==> config.mk <==
export PLATFORM = sky130hd
export DESIGN_NAME = cube_scan_sequencer
export DESIGN_NICKNAME = d
export VERILOG_FILES = /design/src/rtl/cube_scan_sequencer.sv
export SDC_FILE = /design/constraint.sdc
export NUM_CORES = 1
export LEC_CHECK = 0
export ABC_AREA = 1
export BUFFER_PORTS_ARGS = -buffer_cell sky130_fd_sc_hd__buf_2
export CORE_UTILIZATION = 25
export CTS_CLUSTER_DIAMETER = 200
export DETAILED_ROUTE_END_ITERATION = 6
export GPL_TIMING_DRIVEN = 0
export PLACE_DENSITY_LB_ADDON = 0.12
export SLEW_MARGIN = 20
export SYNTH_ARGS = -nofsm -noshare
export SYNTH_HDL_FRONTEND = slang
export SYNTH_SLANG_ARGS = --single-unit
==> constraint.sdc <==
create_clock -name clock -period 5.22 [get_ports clock]
set_clock_uncertainty 0.2 [all_clocks]
set_input_delay 0.261 -clock clock [delete_from_list [all_inputs] [get_ports clock]]
set_output_delay 0.261 -clock clock [all_outputs]
set_load 0.03 [all_outputs]
==> src/rtl/cube_scan_sequencer.sv <==
// Sticker scan sequencer: per slot, NUM_SAMPLES move/settle/sample rounds, a plurality vote, then a restore move.
// Optional SCAN_CONFIDENCE_EN adds a per-slot low_conf flag for votes won without a strict majority.
//
// state   | meaning
// IDLE    | waiting for start
// MOVE    | one-cycle move_req for the current sticker/sample setup step
// WAIT    | waiting for sensor_stable, timeout counting
// SAMPLE  | capture color_sample into the vote buffer
// VOTE    | plurality vote, write winner into state_out
// RESTORE | one-cycle move_req for the restore step
// RWAIT   | waiting for sensor_stable after restore
// DONE    | result held until the next start
module cube_scan_sequencer #(
    parameter int NUM_STICKERS   = 48,
    parameter int COLOR_W        = 3,
    parameter int NUM_SAMPLES    = 4,
    parameter int STABLE_TIMEOUT = 50000000
) (
    input  logic                                                clock,
    input  logic                                                reset,
    input  logic                                                start,
    input  logic                                                sensor_stable,
    input  logic [COLOR_W-1:0]                                  color_sample,
    output logic                                                move_req,
    output logic [$clog2(NUM_STICKERS+1)-1:0]                   move_sticker,
    output logic [((NUM_SAMPLES > 1) ? $clog2(NUM_SAMPLES) : 1)-1:0] move_sample,
    output logic                                                busy,
    output logic [NUM_STICKERS*COLOR_W-1:0]                     state_out,
    output logic                                                state_valid,
`ifdef SCAN_CONFIDENCE_EN
    output logic                                                scan_error,
    output logic [NUM_STICKERS-1:0]                             low_conf
`else
    output logic                                                scan_error
`endif
);

    localparam int STK_W = $clog2(NUM_STICKERS+1);
    localparam int SMP_W = (NUM_SAMPLES > 1) ? $clog2(NUM_SAMPLES) : 1;
    localparam int CNT_W = $clog2(NUM_SAMPLES+1);
    localparam int TO_W  = $clog2(STABLE_TIMEOUT+1);

    localparam logic [STK_W-1:0] LAST_STK    = STK_W'(NUM_STICKERS-1);
    localparam logic [STK_W-1:0] RESTORE_STK = STK_W'(NUM_STICKERS);
    localparam logic [SMP_W-1:0] LAST_SMP    = SMP_W'(NUM_SAMPLES-1);
    localparam logic [TO_W-1:0]  TO_LAST     = TO_W'(STABLE_TIMEOUT-1);
    localparam logic [TO_W-1:0]  TO_MAX      = TO_W'(STABLE_TIMEOUT);

    localparam logic [2:0] IDLE    = 3'd0;
    localparam logic [2:0] MOVE    = 3'd1;
    localparam logic [2:0] WAIT    = 3'd2;
    localparam logic [2:0] SAMPLE  = 3'd3;
    localparam logic [2:0] VOTE    = 3'd4;
    localparam logic [2:0] RESTORE = 3'd5;
    localparam logic [2:0] RWAIT   = 3'd6;
    localparam logic [2:0] DONE    = 3'd7;

    logic [2:0]         state;
    logic [TO_W-1:0]    timeout_cnt;
    logic [COLOR_W-1:0] sample_buf [NUM_SAMPLES];
    logic [CNT_W-1:0]   vote_cnt;
    logic [CNT_W-1:0]   best_cnt;
    logic [COLOR_W-1:0] winner;

    assign move_req = (state == MOVE) || (state == RESTORE);
    assign busy     = (state != IDLE) && (state != DONE);

    // Strict '>' while scanning ascending keeps the tied colour seen first in the buffer.
    always_comb begin
        vote_cnt = '0;
        best_cnt = '0;
        winner   = sample_buf[0];
        for (int i = 0; i < NUM_SAMPLES; i++) begin
            vote_cnt = '0;
            for (int j = 0; j < NUM_SAMPLES; j++) begin
                if (sample_buf[j] == sample_buf[i]) vote_cnt = vote_cnt + CNT_W'(1);
            end
            if (vote_cnt > best_cnt) begin
                best_cnt = vote_cnt;
                winner   = sample_buf[i];
            end
        end
    end

    always_ff @(posedge clock) begin
        if (reset) begin
            state        <= IDLE;
            move_sticker <= '0;
            move_sample  <= '0;
            state_valid  <= 1'b0;
            scan_error   <= 1'b0;
            state_out    <= '1;
            timeout_cnt  <= '0;
            for (int i = 0; i < NUM_SAMPLES; i++) sample_buf[i] <= '0;
        end else begin
            case (state)
                IDLE, DONE: begin
                    if (start) begin
                        state        <= MOVE;
                        move_sticker <= '0;
                        move_sample  <= '0;
                        state_valid  <= 1'b0;
                        scan_error   <= 1'b0;
                        state_out    <= '1;
                        timeout_cnt  <= '0;
                    end
                end
                MOVE: state <= WAIT;
                WAIT, RWAIT: begin
                    if (sensor_stable) begin
                        timeout_cnt <= '0;
                        if (state == WAIT) begin
                            state <= SAMPLE;
                        end else begin
                            state       <= DONE;
                            state_valid <= 1'b1;
                        end
                    end else begin
                        if (timeout_cnt >= TO_LAST) begin
                            state      <= DONE;
                            scan_error <= 1'b1;
                        end
                        if (timeout_cnt != TO_MAX) timeout_cnt <= timeout_cnt + TO_W'(1);
                    end
                end
                SAMPLE: begin
                    for (int i = 0; i < NUM_SAMPLES; i++) begin
                        if (move_sample == SMP_W'(i)) sample_buf[i] <= color_sample;
                    end
                    timeout_cnt <= '0;
                    if (move_sample < LAST_SMP) begin
                        move_sample <= move_sample + SMP_W'(1);
                        state       <= MOVE;
                    end else begin
                        state <= VOTE;
                    end
                end
                VOTE: begin
                    for (int k = 0; k < NUM_STICKERS; k++) begin
                        if (move_sticker == STK_W'(k)) state_out[k*COLOR_W +: COLOR_W] <= winner;
                    end
                    move_sample <= '0;
                    if (move_sticker < LAST_STK) begin
                        move_sticker <= move_sticker + STK_W'(1);
                        state        <= MOVE;
                    end else begin
                        move_sticker <= RESTORE_STK;
                        state        <= RESTORE;
                    end
                end
                RESTORE: state <= RWAIT;
                default: state <= IDLE;
            endcase
        end
    end

`ifdef SCAN_CONFIDENCE_EN
    always_ff @(posedge clock) begin
        if (reset) begin
            low_conf <= '0;
        end else if (((state == IDLE) || (state == DONE)) && start) begin
            low_conf <= '0;
        end else if (state == VOTE) begin
            for (int k = 0; k < NUM_STICKERS; k++) begin
                if (move_sticker == STK_W'(k)) low_conf[k] <= ((int'(best_cnt) * 2) <= NUM_SAMPLES);
            end
        end
    end
`endif

endmodule
==> metrics.csv, run 1 <==
metric,value,unit
maximum clock rate,0.206,GHz
Clock Latency Late Sink,0.46,ns
design area,0.0122,sq mm
syn avg cell area,7.17,sq um
"Cell Area, Synth",0.00995,sq mm
Slew Limit Headroom,36.2,%
R2R Setup Slk,0.36,ns
# nets final,1609,
gpl congestion,0.811,
Core Footprint,0.0389,sq mm
adder-cell area share of the yosys netlist,3.40,%
number of setup violations in the final report,0,
I/O pins,163,
final wirelength,33.1,mm
vias in the first global route,8613,
final worst path period share,93.2,%
Avg WL per Cell,15.7,um
Setup CP Type,reg -> reg,
Max-cap violations,0,
final hold violation count,0,
Tot GR Track Use,16.6,%
Post-Syn Nets,1421,
Post-Syn Instances,1387,
Hold Worst Slack,0.0106,ns
Post-Synth Simple-Gate Area,32.2,%
Hold WC Path Type,in -> reg,
Final Worst Setup Slack,0.357,ns
Buffers on Ports,162,
largest fanout on the critical path,10,
antenna violations before repair,0,
Arrival @ worst endpoint,5.06,ns
Critical Path RT,5.42,ns
Die Width,201,um
dpl hpwl,24.9,mm
DR iter-0 viols,568,
clock net sink count,195,
placed cell area,0.0114,sq mm
row count,72,
PD cells,578,mW/mm^2
GRT overflow,0,
clk buf depth,2,
CP Capture Type,flip-flop,
RR Endpoint,state_out[110],
synth unique cells,45,
H-tree levels,4,
"Clk pin slew, worst setup/hold paths",0.08,ns
pre-CTS WS,-0.353,ns
crit path capture,state_out[110],
root buffer selected by CTS,clkbuf_16,
xor/xnor cell area share of the yosys netlist,2.38,%
Pwr Total,7.05,mW
startpoint types,flip-flop,
Final Max Tran Viols,0,
worst slew pin tran,0.957,ns
ys async rst share,0,%
status,"complete, no violations",
Setup crit start,sample_buf[2][2],
post-synthesis sequential area ratio,40.4,%
RSZ-0062 raised after global routing,true,
First-pass DRT Iterations,5,
Reg2Reg Depth,25,
Main synth FF type,dfxtp_1,
post-synthesis mux area share,0.201,%
routed vias/inst,4.41,
layout cells sized above 1,19.7,%
largest family of logic cells by synthesized area,simple AND/OR/NAND/NOR gates,
Synth Register Bits,195,
worst vdd ir,0.236,mV
first-pass GRT wire length,51.5,mm
ANT cells,0,
RR Startpoint,sample_buf[2][2],
final instance count without filler cells,2106,
placed instance count,2067,
"EDFF count, synth",12,
TritonCTS Buffers,17,
FILL cells,4364,
CTS tree,yes,
Die Y,201,um
Final Util,31.4,%
largest net degree at the start of global routing,19,
antenna-violating nets left,0,
die area,0.0406,sq mm
LEAKAGE,5.27,nW
DRC,0,
P&R area growth vs syn,22.7,%
yosys warns,0,
post-synthesis compound-gate area fraction,13.1,%
Final min period,4.86,ns
setup_tns,0,ns
effective utilization at floorplan,25.6,%
routed via count,9290,
[cell families (layout without fill, tap and decap cells)]
kind of cell               count (synthesis)  count (layout)
xor gates and xnor gates                  27              27
buffers and inverters                    188             389
adders and majority gates                 27              27
and+or+nand+nor                          700             700
DFF                                      195             195
AOI/OAI and AO/OA                        248             248
muxes                                      2               2
[state kept, by name, indices dropped and copies added (netlist names)]
signal	cells
state	3
move_sticker	6
sample_buf	12
state_out	144
move_sample	2
scan_error	1
state_valid	1
timeout_cnt	26
[worst max-delay path, cell delays in order (launching register included)]
cell and delay [ns]:
edfxtp_1 0.49, xnor2_1 0.23, nand3_2 0.14, inv_1 0.12, ha_1 0.24, xor2_1 0.18, ha_1 0.18, nand3b_1 0.16
nand2_2 0.13, mux2i_2 0.26, inv_1 0.10, ha_4 0.29, nand2_1 0.08, o21ai_4 0.23, nand2_4 0.11, or2_2 0.30
nand2_1 0.08, ha_1 0.24, nand2_1 0.11, o21ai_4 0.09, nand2_2 0.08, o211ai_1 0.12, nand2_1 0.13, buf_2 0.34
nand2_1 0.09, nand2_1 0.07
[what timing repair did]
action | in CTS | in global routing
hold buffers | 4 | 0
hold endpoints to repair | 16 | 0
endpoints found under the setup margin | 141 | 141
pin swaps | 0 | 5
gates resized for setup | 5 | 27
setup buffers | 0 | 3
[worst min path at each step]
stage / from / end / slack, ns / cells after the start
after floorplan: reset / timeout_cnt[6] / 0.21 / 3
after global placement: state_valid / state_valid / 0.24 / 2
after detailed placement: state_valid / state_valid / 0.24 / 2
after CTS: reset / timeout_cnt[6] / 0.01 / 4
after global routing: reset / timeout_cnt[18] / 0.02 / 4
final: reset / timeout_cnt[25] / 0.01 / 4
[cells in the final DEF, fill, tap and decap left out, types with 9 or more instances in the layout]
cell type  count
edfxtp_1      12
o21ai_0       25
inv_1        100
nor2_8        21
nand3_1       52
clkbuf_16     18
buf_2        170
nor3_1         9
xnor2_1       19
buf_6         12
nor2_4         9
dfxtp_1      183
inv_2         30
nand4_1       11
ha_1          26
a21oi_1      205
clkbuf_1      26
nor2_1       101
nand2_1      469
[report_power, final]
| part | total (mW) | internal [mW] | leakage (nW) | switching (mW) |
|---|---|---|---|---|
| logic | 3.50 | 1.07 | 3.35 | 2.44 |
| clock network | 1.39 | 0.718 | 0.296 | 0.673 |
| registers | 2.15 | 1.90 | 1.63 | 0.249 |
| total | 7.05 | 3.69 | 5.27 | 3.36 |
[cells in the mapped netlist, drive strengths merged, types with 7 or more instances]
library cell    n  area [sq um]
a21oi         207          1050
buf            30           228
clkbuf         27           103
dfxtp         183          3660
edfxtp         12           360
ha             27           338
inv           130           488
nand2         474          1780
nand3          57           290
nand4          11          68.8
nor2          133           913
nor3           10          55.1
o21ai          29           160
or2             9          56.3
xnor2          20           175
xor2            7          61.3
[area by class of cell]
class / instances / area, sq um / area share [%]
well taps: 518 / 648 / 5.31
multi-input cells: 1004 / 5190 / 42.5
clock buffers: 19 / 464 / 3.80
clock inverters: 13 / 134 / 1.10
inverters: 131 / 492 / 4.03
repair buffers: 169 / 873 / 7.16
plain buffers: 57 / 378 / 3.10
flip-flops and latches: 195 / 4020 / 33.0
[layer usage]
| metal | share of wire (%) | wire length, um | GRT usage, % | vias to the layer above |
|---|---|---|---|---|
| li1 | - | - | - | 4803 |
| met1 | 49 | 16100 | 23.0 | 4290 |
| met2 | 45 | 15000 | 26.2 | 183 |
| met3 | 5.1 | 1690 | 3.85 | 14 |
| met4 | 0.72 | 238 | 3.08 | 0 |
| met5 | 0 | 0 | 0 | - |
(Power assumes the default switching activity.)
==> run 2: changes to the inputs <==
--- a/config.mk
+++ b/config.mk
@@ -7,7 +7,8 @@
 export LEC_CHECK = 0
 export ABC_AREA = 1
 export BUFFER_PORTS_ARGS = -buffer_cell sky130_fd_sc_hd__buf_2
-export CORE_UTILIZATION = 25
+export CORE_UTILIZATION = 35
+export CTS_BUF_LIST = sky130_fd_sc_hd__clkbuf_8
 export CTS_CLUSTER_DIAMETER = 200
 export DETAILED_ROUTE_END_ITERATION = 6
 export GPL_TIMING_DRIVEN = 0
==> run 2 against run 1 <==
Net effect: critical path depth rose by 2; die area fell by 28%; clock power fell by 24%; wire length fell by 11%; hold slack improved by 0.039 ns; final area fell by 2.6%; via count rose by 0.95%; sequential cell count did not move; total power fell by 5.4%; global-route usage rose by 3.6 points; sequential share of layout area rose by 0.87 points; core utilization rose by 11 points.
==> metrics.csv, run 2 (synthesized netlist as in run 1, its figures left out) <==
metric,value,unit
gpl congestion,0.857,
most frequent cells in the layout,"nand2_1, a21oi_1, dfxtp_1",
maximum clock rate,0.204,GHz
number of setup violations in the final report,0,
Met1 Wirelength,14.2,mm
Arrival @ worst endpoint,5.08,ns
GRT overflow,0,
combinational power share,52.1,%
RR Startpoint,sample_buf[1][1],
placed cell area,0.0112,sq mm
placed instance count,1927,
Met2 Wirelength,13.2,mm
P&R area growth vs syn,19.5,%
Core Footprint,0.0279,sq mm
Reg2Reg Depth,27,
Most Frequent Cell on Critical Path,nand2_1,
Top Metal Used,met4,
critical path's largest stage delay,0.49,ns
Final min period,4.91,ns
antenna-violating nets left,0,
setup_tns,0,ns
largest fanout on the critical path,10,
final worst path period share,94.0,%
final wirelength,29.4,mm
worst hold path endpoint,state[1],
"commonest non-fill, non-tap cell in the layout",nand2_1,
Critical Path RT,5.39,ns
Tot GR Track Use,20.2,%
vias in the first global route,8550,
switch share,49.7,%
worst vdd ir,0.232,mV
status,"complete, no violations",
"Clk pin slew, worst setup/hold paths",0.11,ns
DR WL met3,1.66,mm
antenna violations before repair,0,
max reg flops,144,
Final Max Tran Viols,0,
Hold WC Path Type,in -> reg,
routed via count,9378,
first-pass GRT wire length,45.6,mm
Largest Register,state_out,
min-delay src,start,
clk buf depth,2,
Hold Worst Slack,0.0493,ns
design area,0.0119,sq mm
CTS tree,yes,
# nets final,1621,
RR Endpoint,state_out[32],
ANT cells,0,
final instance count without filler cells,1978,
effective utilization at floorplan,35.7,%
Die Width,171,um
R2R Setup Slk,0.31,ns
TritonCTS Buffers,17,
startpoint types,flip-flop,
clock net sink count,195,
Die Y,171,um
hold path cells,5,
LEAKAGE,5.22,nW
Sw Pwr,3.31,mW
"delay-heaviest family, CP",simple AND/OR/NAND/NOR gates,
H-tree levels,4,
largest net degree at the start of global routing,23,
Clock Latency Late Sink,0.48,ns
Buffers on Ports,162,
final hold violation count,0,
Critical-path top delay cell,edfxtp_1,
layout cells sized above 1,20.0,%
DR iter-0 viols,664,
Worst Path Buf+Inv,4,
PD cells,561,mW/mm^2
Slew Limit Headroom,45.5,%
power share of the sequential group,32.1,%
routed vias/inst,4.74,
worst slew pin tran,0.818,ns
I/O pins,163,
Max-cap violations,0,
First-pass DRT Iterations,5,
root buffer selected by CTS,clkbuf_8,
Avg WL per Cell,14.9,um
dpl hpwl,22.0,mm
P_int,3.35,mW
top flop regs,"state_out: 144 flops, timeout_cnt: 26 flops, sample_buf: 12 flops",
CP Capture Type,flip-flop,
row count,61,
Setup CP Type,reg -> reg,
Pwr Total,6.66,mW
clock share of power,15.8,%
DRC,0,
die area,0.0291,sq mm
FILL cells,2994,
==> run 2: worst max path at each step <==
stage | startpoint | end | slack, ns | cells past startpoint
CTS | sample_buf[1][2] | state_out[50] | 0.04 | 27
floorplan | sample_buf[1][2] | state_out[23] | 0.58 | 27
detailed placement | sample_buf[1][2] | state_out[38] | -0.26 | 27
global route | sample_buf[1][1] | state_out[11] | -0.08 | 27
finish | sample_buf[1][1] | state_out[32] | 0.31 | 27
global placement | sample_buf[0][2] | state_out[38] | -0.25 | 27
==> run 2: repair_timing <==
action	4_1_cts	5_1_grt
buffers inserted	0	14
setup endpoints to repair	107	141
hold buffers	5	0
pin swaps	0	2
endpoints found under the hold margin	21	0
resized for setup	3	14
==> run 2: layer usage <==
metal / global-route usage, % / vias up
met3: 3.93 / 18
met1: 27.8 / 4340
li1: - / 4816
met4: 5.05 / 0
met5: 0 / -
met2: 32.3 / 204
==> run 2: worst min-delay path: cells and delay by family <==
family / cells / cell delay [ns]
buffers and inverters: 2 / 0.16
AOI/OAI and AO/OA: 1 / 0.14
and+or+nand+nor: 2 / 0.14
==> run 2: metrics by stage <==
stage,worst slack [ns],utilization [%]
4_1_cts,0.0355,42.1
3_3_place_gp,-0.250,40.3
6_report,0.314,42.7
3_5_place_dp,-0.263,40.3
5_1_grt,-0.0849,42.7
2_1_floorplan,0.581,-
==> run 2: power groups by stage <==
stage	clock network [mW]	logic, mW	registers [mW]
after floorplan	0	1.74	2.89
after global placement	0	3.33	2.18
after detailed placement	0	3.35	2.18
after CTS	1.08	3.39	2.15
after global routing	1.14	3.84	2.19
final	1.05	3.47	2.14
==> run 2: final cells by class <==
cell class | instances | area, sq um | area share, %
multi-input cells | 1004 | 5170 | 43.5
flip-flops and latches | 195 | 4020 | 33.8
plain buffers | 57 | 337 | 2.83
repair buffers | 181 | 966 | 8.12
clock buffers | 17 | 234 | 1.97
clock inverters | 15 | 195 | 1.64
well taps | 378 | 473 | 3.98
inverters | 131 | 492 | 4.14
==> run 3: changes to the inputs <==
--- a/config.mk
+++ b/config.mk
@@ -7,12 +7,11 @@
 export LEC_CHECK = 0
 export ABC_AREA = 1
 export BUFFER_PORTS_ARGS = -buffer_cell sky130_fd_sc_hd__buf_2
-export CORE_UTILIZATION = 35
+export CORE_UTILIZATION = 25
 export CTS_BUF_LIST = sky130_fd_sc_hd__clkbuf_8
 export CTS_CLUSTER_DIAMETER = 200
 export DETAILED_ROUTE_END_ITERATION = 6
 export GPL_TIMING_DRIVEN = 0
-export PLACE_DENSITY_LB_ADDON = 0.12
 export SLEW_MARGIN = 20
 export SYNTH_ARGS = -nofsm -noshare
 export SYNTH_HDL_FRONTEND = slang
==> run 3 against run 2 <==
Net effect: highest routed layer unchanged; sequential cell count is the same; clock-buffer cell count is the same; core utilization shrank 11 points; worst setup slack lost 0.030 ns.
==> metrics.csv, run 3 (synthesized netlist as in run 1, its figures left out) <==
metric,value,unit
status,"complete, no violations",
Arrival @ worst endpoint,5.15,ns
pre-CTS WS,-0.302,ns
routed vias/inst,4.49,
top flop regs,"state_out: 144 flops, timeout_cnt: 26 flops, sample_buf: 12 flops",
most frequent cells in the layout,"nand2_1, a21oi_1, dfxtp_1",
worst vdd ir,0.219,mV
CP Capture Type,flip-flop,
GRT overflow,0,
clk buf depth,2,
placed cell area,0.0114,sq mm
min-delay src,state_valid,
antenna violations before repair,1,
setup_tns,0,ns
TritonCTS Buffers,17,
maximum clock rate,0.203,GHz
row count,72,
"commonest non-fill, non-tap cell in the layout",nand2_1,
P&R area growth vs syn,22.0,%
# nets final,1623,
Max-cap violations,0,
final wirelength,31.6,mm
Setup CP Type,reg -> reg,
max reg flops,144,
Die Y,201,um
"Clk pin slew, worst setup/hold paths",0.12,ns
Met1 Wirelength,14.9,mm
Final Util,31.2,%
antenna-violating nets left,0,
Final Worst Setup Slack,0.284,ns
worst hold path endpoint,state_valid,
layout cells sized above 1,20.3,%
effective utilization at floorplan,25.6,%
LEAKAGE,5.26,nW
clock net sink count,195,
Final Max Tran Viols,0,
Buffers on Ports,162,
Hold WC Path Type,reg -> reg,
I/O pins,163,
RR Endpoint,state_out[12],
placed instance count,2067,
Core Footprint,0.0389,sq mm
Met2 Wirelength,14.2,mm
Most Frequent Cell on Critical Path,nand2_1,
startpoint types,flip-flop,
Die Width,201,um
Top Metal Used,met4,
Critical Path RT,5.44,ns
R2R Setup Slk,0.28,ns
First-pass DRT Iterations,5,
DR iter-0 viols,638,
hold path cells,2,
Slew Limit Headroom,36.0,%
final worst path period share,94.6,%
largest fanout on the critical path,10,
Pwr Total,6.79,mW
Worst Path Buf+Inv,5,
final hold violation count,0,
CTS tree,yes,
H-tree levels,4,
first-pass GRT wire length,49.2,mm
DR WL met3,1.87,mm
design area,0.0121,sq mm
worst slew pin tran,0.960,ns
dpl hpwl,24.0,mm
Avg WL per Cell,14.9,um
largest net degree at the start of global routing,20,
number of setup violations in the final report,0,
PD cells,560,mW/mm^2
Clock Latency Late Sink,0.48,ns
Reg2Reg Depth,28,
RR Startpoint,sample_buf[2][1],
DRC,0,
root buffer selected by CTS,clkbuf_8,
gpl congestion,0.870,
Hold Worst Slack,0.258,ns
die area,0.0406,sq mm
Tot GR Track Use,15.6,%
routed via count,9529,
Largest Register,state_out,
Critical-path top delay cell,edfxtp_1,
"delay-heaviest family, CP",simple AND/OR/NAND/NOR gates,
vias in the first global route,8771,
Final min period,4.94,ns
final instance count without filler cells,2121,
critical path's largest stage delay,0.51,ns
[run 3: layout make-up]
type / instances / area, sq um
Sequential cell: 195 / 4020
Antenna cell: 1 / 2.50
Clock inverter: 15 / 188
Clock buffer: 17 / 234
Buffer: 57 / 370
Timing Repair Buffer: 183 / 983
Multi-Input combinational cell: 1004 / 5190
Fill cell: 4213 / 26800
Tap cell: 518 / 648
Inverter: 131 / 492
[run 3: worst reg2reg max path, delay by kind of cell (launching register included)]
kind / cells / cell delay (ns)
simple gates: 14 / 1.66
fa+ha+maj: 4 / 0.89
buf+inv: 5 / 0.69
compound gates: 3 / 0.53
flops: 1 / 0.51
mux: 1 / 0.23
xor+xnor: 1 / 0.17
[run 3: repair_timing]
action | 4_1_cts | 5_1_grt
setup endpoints to repair | 128 | 141
pin swaps | 0 | 6
resized for setup | 5 | 28
hold buffers | 6 | 0
endpoints found under the hold margin | 23 | 0
setup buffers | 0 | 15
gates cloned | 0 | 0
[run 3: worst max-delay path by stage]
| stage | from | endpoint | depth (start not counted) | slack, ns |
|---|---|---|---|---|
| detailed placement | sample_buf[0][2] | state_out[53] | 27 | -0.30 |
| CTS | sample_buf[0][2] | state_out[5] | 26 | 0.05 |
| global placement | sample_buf[2][0] | state_out[32] | 27 | -0.16 |
| finish | sample_buf[2][1] | state_out[12] | 28 | 0.28 |
| floorplan | sample_buf[1][2] | state_out[23] | 27 | 0.58 |
| global route | sample_buf[2][1] | state_out[30] | 28 | -0.04 |
[run 3: power breakdown]
group | internal (mW) | leakage (nW) | switching [mW] | total, mW
combinational | 1.10 | 3.41 | 2.45 | 3.56
sequential | 1.90 | 1.63 | 0.256 | 2.16
clock | 0.452 | 0.217 | 0.627 | 1.08
total | 3.46 | 5.26 | 3.34 | 6.79
[run 3: metal layers]
| layer | global-route usage [%] | vias up |
|---|---|---|
| li1 | - | 4828 |
| met1 | 20.6 | 4404 |
| met2 | 24.9 | 262 |
| met3 | 3.40 | 35 |
| met4 | 5.22 | 0 |
| met5 | 0 | - |
